**src/rtl/put_get_arb_pkg.sv**
```systemverilog
// Shared constants and helpers for the put/get arbiter slice.
package put_get_arb_pkg;

  localparam int unsigned DEF_NUM_REQ   = 4;
  localparam int unsigned DEF_DATA_W    = 32;
  localparam int unsigned DEF_TAG_DEPTH = 8;

  function automatic int unsigned clog2(input int unsigned value);
    int unsigned result;
    result = 0;
    for (int unsigned i = 0; i < 31; i++) begin
      if ((32'd1 << i) < value) result = i + 1;
    end
    return result;
  endfunction

  // Up to 8 requesters; callers zero-pad narrower vectors.
  function automatic logic [2:0] onehot_to_idx(input logic [7:0] onehot);
    logic [2:0] idx;
    idx = '0;
    for (int i = 0; i < 8; i++) begin
      if (onehot[i]) idx = idx | 3'(i);
    end
    return idx;
  endfunction

endpackage

```
**src/rtl/tag_fifo.sv**
```systemverilog
// Synchronous FIFO holding requester tags for puts still awaiting their get.
module tag_fifo import put_get_arb_pkg::*; #(
  parameter int unsigned WIDTH = 2,
  parameter int unsigned DEPTH = 8
) (
  input  logic             clk,
  input  logic             rst_n,
  input  logic             push,
  input  logic             pop,
  input  logic [WIDTH-1:0] data_in,
  output logic [WIDTH-1:0] front,
  output logic             full,
  output logic             empty
);

  localparam int unsigned PTR_W = clog2(DEPTH);
  localparam int unsigned CNT_W = PTR_W + 1;

  logic [WIDTH-1:0] mem_q [DEPTH];
  logic [PTR_W-1:0] wr_ptr_q, rd_ptr_q;
  logic [CNT_W-1:0] count_q, count_d;
  logic             do_push, do_pop;

  assign full    = (count_q == CNT_W'(DEPTH));
  assign empty   = (count_q == '0);
  assign do_push = push & ~full;
  assign do_pop  = pop & ~empty;
  assign front   = mem_q[rd_ptr_q];

  always_comb begin
    count_d = count_q;
    if (do_push && !do_pop)      count_d = count_q + 1'b1;
    else if (!do_push && do_pop) count_d = count_q - 1'b1;
  end

  // DEPTH is a power of two, so the pointers wrap by plain overflow.
  always_ff @(posedge clk or negedge rst_n) begin
    if (!rst_n) begin
      wr_ptr_q <= '0;
      rd_ptr_q <= '0;
      count_q  <= '0;
    end else begin
      if (do_push) wr_ptr_q <= wr_ptr_q + 1'b1;
      if (do_pop)  rd_ptr_q <= rd_ptr_q + 1'b1;
      count_q <= count_d;
    end
  end

  always_ff @(posedge clk) begin
    if (do_push) mem_q[wr_ptr_q] <= data_in;
  end

endmodule

```
**src/rtl/put_get_arbiter.sv**
```systemverilog
// Round-robin sharing of one mkHardware put/get pair with in-order result routing.
// Optional per-requester put counters when ARB_PERF_CNT_EN is defined.
module put_get_arbiter import put_get_arb_pkg::*; #(
  parameter int unsigned NUM_REQ   = DEF_NUM_REQ,
  parameter int unsigned DATA_W    = DEF_DATA_W,
  parameter int unsigned TAG_DEPTH = DEF_TAG_DEPTH
) (
  input  logic                      CLK,
  input  logic                      RST_N,
  input  logic [NUM_REQ-1:0]        req_valid,
  input  logic [NUM_REQ*DATA_W-1:0] req_data,
  output logic [NUM_REQ-1:0]        req_ready,
  output logic [NUM_REQ-1:0]        rsp_valid,
  output logic [DATA_W-1:0]         rsp_data,
  input  logic [NUM_REQ-1:0]        rsp_ready,
  output logic [DATA_W-1:0]         put_datas,
  output logic                      EN_put,
  input  logic                      RDY_put,
  input  logic [DATA_W-1:0]         get,
  output logic                      EN_get,
  input  logic                      RDY_get
`ifdef ARB_PERF_CNT_EN
  ,
  output logic [NUM_REQ*16-1:0]     perf_cnt
`endif
);

  localparam int unsigned TAG_W = clog2(NUM_REQ);

  logic [TAG_W-1:0]     rr_ptr_q, rr_ptr_d, winner, head;
  logic [NUM_REQ-1:0]   rotated, grant_rot, grant_oh, head_oh;
  logic [2*NUM_REQ-1:0] dbl_req, dbl_grant;
  logic [7:0]           grant_pad;
  logic                 found, tag_full, tag_empty, put_fire, get_fire;

  // Rotate requests so bit 0 is rr_ptr, pick the lowest, rotate the grant back.
  always_comb begin
    dbl_req   = {req_valid, req_valid} >> rr_ptr_q;
    rotated   = dbl_req[NUM_REQ-1:0];
    grant_rot = '0;
    found     = 1'b0;
    for (int i = 0; i < NUM_REQ; i++) begin
      if (rotated[i] && !found) begin
        grant_rot[i] = 1'b1;
        found        = 1'b1;
      end
    end
    dbl_grant = {grant_rot, grant_rot} << rr_ptr_q;
    grant_oh  = dbl_grant[2*NUM_REQ-1:NUM_REQ];
    grant_pad = '0;
    grant_pad[NUM_REQ-1:0] = grant_oh;
    winner    = TAG_W'(onehot_to_idx(grant_pad));
    rr_ptr_d  = (winner == TAG_W'(NUM_REQ - 1)) ? '0 : winner + 1'b1;
  end

  always_comb begin
    put_datas = '0;
    for (int i = 0; i < NUM_REQ; i++) begin
      if (grant_oh[i]) put_datas = put_datas | req_data[i*DATA_W +: DATA_W];
    end
  end

  always_comb begin
    for (int i = 0; i < NUM_REQ; i++) head_oh[i] = (head == TAG_W'(i));
  end

  // Full blocks the put even when a pop frees a slot in the same cycle.
  assign put_fire  = (|req_valid) & RDY_put & ~tag_full;
  assign get_fire  = RDY_get & ~tag_empty & (|(head_oh & rsp_ready));
  assign EN_put    = put_fire & RST_N;
  assign EN_get    = get_fire & RST_N;
  assign req_ready = EN_put ? grant_oh : '0;
  assign rsp_valid = (RST_N && RDY_get && !tag_empty) ? head_oh : '0;
  assign rsp_data  = get;

  always_ff @(posedge CLK or negedge RST_N) begin
    if (!RST_N) rr_ptr_q <= '0;
    else if (put_fire) rr_ptr_q <= rr_ptr_d;
  end

  tag_fifo #(
    .WIDTH (TAG_W),
    .DEPTH (TAG_DEPTH)
  ) u_tag_fifo (
    .clk     (CLK),
    .rst_n   (RST_N),
    .push    (put_fire),
    .pop     (get_fire),
    .data_in (winner),
    .front   (head),
    .full    (tag_full),
    .empty   (tag_empty)
  );

`ifdef ARB_PERF_CNT_EN
  logic [15:0] perf_q [NUM_REQ];

  always_ff @(posedge CLK or negedge RST_N) begin
    if (!RST_N) begin
      for (int i = 0; i < NUM_REQ; i++) perf_q[i] <= '0;
    end else begin
      for (int i = 0; i < NUM_REQ; i++) begin
        if (put_fire && grant_oh[i] && perf_q[i] != 16'hFFFF) perf_q[i] <= perf_q[i] + 16'd1;
      end
    end
  end

  always_comb begin
    for (int i = 0; i < NUM_REQ; i++) perf_cnt[i*16 +: 16] = perf_q[i];
  end
`endif

endmodule

```
**config.mk**
```make
export PLATFORM = sky130hd
export DESIGN_NAME = put_get_arbiter
export DESIGN_NICKNAME = d
export VERILOG_FILES = /design/src/rtl/put_get_arb_pkg.sv /design/src/rtl/tag_fifo.sv /design/src/rtl/put_get_arbiter.sv
export SDC_FILE = /design/constraint.sdc
export NUM_CORES = 1
export LEC_CHECK = 0
export ABC_CLOCK_PERIOD_IN_PS = 7150
export BUFFER_PORTS_ARGS = -buffer_cell sky130_fd_sc_hd__buf_2
export CAP_MARGIN = 20
export CORE_AREA = 2 2 96 98
export DETAILED_ROUTE_END_ITERATION = 16
export DIE_AREA = 0 0 98 100
export GPL_ROUTABILITY_DRIVEN = 0
export GPL_TIMING_DRIVEN = 0
export HOLD_SLACK_MARGIN = 0.03
export PLACE_DENSITY = 0.64
export SYNTH_ARGS = -nofsm -noshare
export SYNTH_HDL_FRONTEND = slang
export SYNTH_SLANG_ARGS = --single-unit
```
**constraint.sdc**
```tcl
create_clock -name CLK -period 7.15 [get_ports CLK]
set_clock_uncertainty 0.15 [all_clocks]
set_input_delay 0.3575 -clock CLK [delete_from_list [all_inputs] [get_ports CLK]]
set_output_delay 0.3575 -clock CLK [all_outputs]
set_load 0.05 [all_outputs]
```
==> run_results.csv <==
group,metric,value,unit
clock_network,cts_root_buffer,"clkbuf_8",
placement,pre_cts_ws,3.85,ns
worst_setup_path,critical_path_required,7.16,ns
clock_network,insertion_delay,0.27,ns
yosys,synth.distinct_cells,42,
grt,antenna_found_initial,3,
grt,grt_max_degree,19,
floorplan,chipWidth,98,microns
route,vias,2920,
floorplan,die_area,0.00980,sq mm
timing,setup_ws,3.83,ns
power_and_ir_drop,power.density,378,mW/mm^2
yosys,synth_warnings,0,
route,viasPerCell,5.08,
timing,fin_setup_tns,0,ns
timing,setup-violations-final,0,
power_and_ir_drop,p_sw_frac,0.541,
clock_network,numCtsBuffers,3,
route,dr.first_iter.drc_count,121,
route,met1Wirelength,4370,microns
floorplan,initial_core_util,0.278,
power_and_ir_drop,clkPwrFrac,0.068,
power_and_ir_drop,p_sw,0.000766,W
power_and_ir_drop,sequentialPowerShare,0.197,
route,wl,10200,microns
grt,grt_usage,0.188,
floorplan,die_y,100,microns
worst_hold_path,hold_path.class,"in2async",
cells_and_area,fin_cells,575,
cells_and_area,final_cell_area,0.00374,sq mm
placement,dp_hpwl,8660,microns
floorplan,core_area,0.00889,sq mm
status,outcome,"finished, final reports clean",
worst_setup_path,cp.arrival,3.33,ns
clock_network,path_clk_slew,0.09,ns
yosys,ys_seq_area_frac,0.316,
grt,grt_pass1_vias,2669,
route,wl_met3,1250,microns
cells_and_area,area_growth,51.3,%
job,cap_violations,0,
power_and_ir_drop,combPwrFrac,0.735,
route,topRoutingLayerUsed,"met5",
route,met2WireLength,4410,microns
cells_and_area,fin_nets,642,
timing,max_freq,0.301,GHz
floorplan,rows,35,
route,drtAntennaViolNets,0,
worst_setup_path,path_max_fanout,7,
yosys,ys_ff_latch,28,
clock_network,cts_tree,"built",
worst_setup_path,cp-end-kind,"flip-flop",
timing,hold_violations,0,
worst_setup_path,path_cells,"buf_6, mux4_2, mux2i_2, nand2_1, o22ai_2, inv_1, ha_1, inv_1, ha_1, a21o_1, a21oi_1, xnor2_1, nor2_1, xor2_1",
yosys,syn_area_per_cell,10.1,sq um
timing,slew_headroom,0.601,
cells_and_area,utilization,0.421,
route,dr.pass1.iters,5,
route,drc,0,
worst_setup_path,worstSetupStartpointType,"flip-flop",
grt,overflow,0,
placement,io_buffers,212,
timing,layout_min_cycle_time,3.32,ns
worst_setup_path,slowest_delay,0.53,ns
floorplan,io_pins,246,
worst_setup_path,critPathBufInv,3,
grt,grt_pass1_wl,14400,microns
cells_and_area,layout_common_cells,"buf_2 (213), a22o_1 (32), a221o_1 (32), buf_4 (32), clkbuf_1 (18)",
worst_setup_path,critPathKind,"reg2reg",
timing,rsz0062_at_grt,"false",
clock_network,clock_path_buffers,2,
clock_network,htreeDepth,1,
yosys,synthesis.nets,424,
yosys,synthArstFlopShare,0.429,
route,routedWlPerCell,17.7,microns
clock_network,cts.sinks,28,
power_and_ir_drop,p_int,0.000649,W
power_and_ir_drop,ir_drop,0.143,mV
cells_and_area,final_layout_size_suffix_gt1_frac,0.568,
timing,drv_slew,0,
yosys,mappedNetlistArea,0.00247,sq mm
timing,tightest_slew,0.599,ns
power_and_ir_drop,leakage,1.92,nW
clock_network,post-cts-setup-buffer-count,0,
cells_and_area,layout_commonest_cell,"buf_2",
worst_setup_path,critPathSlowestCell,"mux4_2",
placement,dpl_cell_area,0.00367,sq mm
worst_setup_path,critPathTopFamily,"multiplexers",
yosys,synth-main-ff-cell,"edfxtp_1",
yosys,syn_inst,246,
timing,period_share,0.465,
yosys,synth-edff-count,16,
placement,place_inst,569,
## timing repair
action	CTS	global route
hold buffers	1	0
resized for setup	0	0
endpoints found under the hold margin	12	0
## flip-flops by register name (all words and copies together) (netlist names)
signal and flops:
u_tag_fifo.count_q 4, u_tag_fifo.mem_q 16, u_tag_fifo.wr_ptr_q 3, u_tag_fifo.rd_ptr_q 3
rr_ptr_q 2
## path summary, 6_finish.rpt
check                                       startpoint                      to  slack, ns  cells after the start
max in group asynchronous                        RST_N  u_tag_fifo.wr_ptr_q[0]       6.19                      2
worst max register to register  u_tag_fifo.rd_ptr_q[0]   u_tag_fifo.count_q[3]       3.83                     14
min in group CLK                 u_tag_fifo.count_q[3]   u_tag_fifo.count_q[3]       0.38                      1
worst min-delay path                             RST_N  u_tag_fifo.rd_ptr_q[1]       0.38                      2
worst min register to register   u_tag_fifo.count_q[3]   u_tag_fifo.count_q[3]       0.38                      1
worst max-delay path            u_tag_fifo.rd_ptr_q[0]   u_tag_fifo.count_q[3]       3.83                     14
## logic make-up (layout without fill, tap and decap cells)
family	count (synthesis)	in the layout	synth area share
DFF	28	28	0.316
adders and majority gates	6	6	0.0334
buffers and inverters	58	275	0.140
xor gates and xnor gates	8	8	0.0283
and+or+nand+nor	44	44	0.0896
other	0	1	0
muxes	15	15	0.0840
AOI/OAI and AO/OA	87	87	0.309
## per-stage QoR
step / hold WS, ns / power [W]
2_1_floorplan: -0.0881 / 0.00109
3_3_place_gp: 0.142 / 0.00130
3_5_place_dp: 0.151 / 0.00132
4_1_cts: 0.376 / 0.00142
5_1_grt: 0.386 / 0.00150
6_report: 0.376 / 0.00142
## power by group through the flow
stage,Combinational (W),Sequential (W),Clock [W]
6_report,0.00104,0.000279,0.0000957
2_1_floorplan,0.000816,0.000271,0
3_3_place_gp,0.00102,0.000280,0
3_5_place_dp,0.00104,0.000283,0
4_1_cts,0.00104,0.000279,0.0000983
5_1_grt,0.00111,0.000288,0.000106
## synth_stat cells, drive strengths merged (2+ instances only)
library cell / number / share of area
a21o: 3 / 0.0091
a21oi: 9 / 0.018
a221o: 32 / 0.13
a22o: 32 / 0.11
and2: 3 / 0.0076
and3: 3 / 0.0076
buf: 35 / 0.11
clkbuf: 18 / 0.027
dfrtp: 12 / 0.12
edfxtp: 16 / 0.19
ha: 5 / 0.025
inv: 5 / 0.0076
mux2: 4 / 0.020
mux2i: 8 / 0.037
mux4: 3 / 0.027
nand2: 10 / 0.015
nand2b: 3 / 0.0076
nand3: 3 / 0.0061
nor2: 11 / 0.017
nor3: 3 / 0.0061
nor3b: 4 / 0.012
o21ai: 2 / 0.0040
o22ai: 3 / 0.010
or2: 2 / 0.0051
xnor2: 4 / 0.014
xor2: 4 / 0.014
## metal layers
layer  vias to the layer above  GRT usage
met1                      1361      0.262
li1                       1370          -
met3                        10     0.0689
met2                       175      0.285
met4                         4     0.0331
met5                         -          0
## area by class of cell
type | count | area, sq um
buffer | 53 | 328
timing repair buffer | 213 | 1070
fill | 925 | 5150
clock buffer | 4 | 55.1
sequential | 28 | 781
antenna | 1 | 2.50
multi-input combinational | 160 | 1350
tap | 111 | 139
inverter | 5 | 18.8
Note: power is estimated with default switching activity, not from simulation.
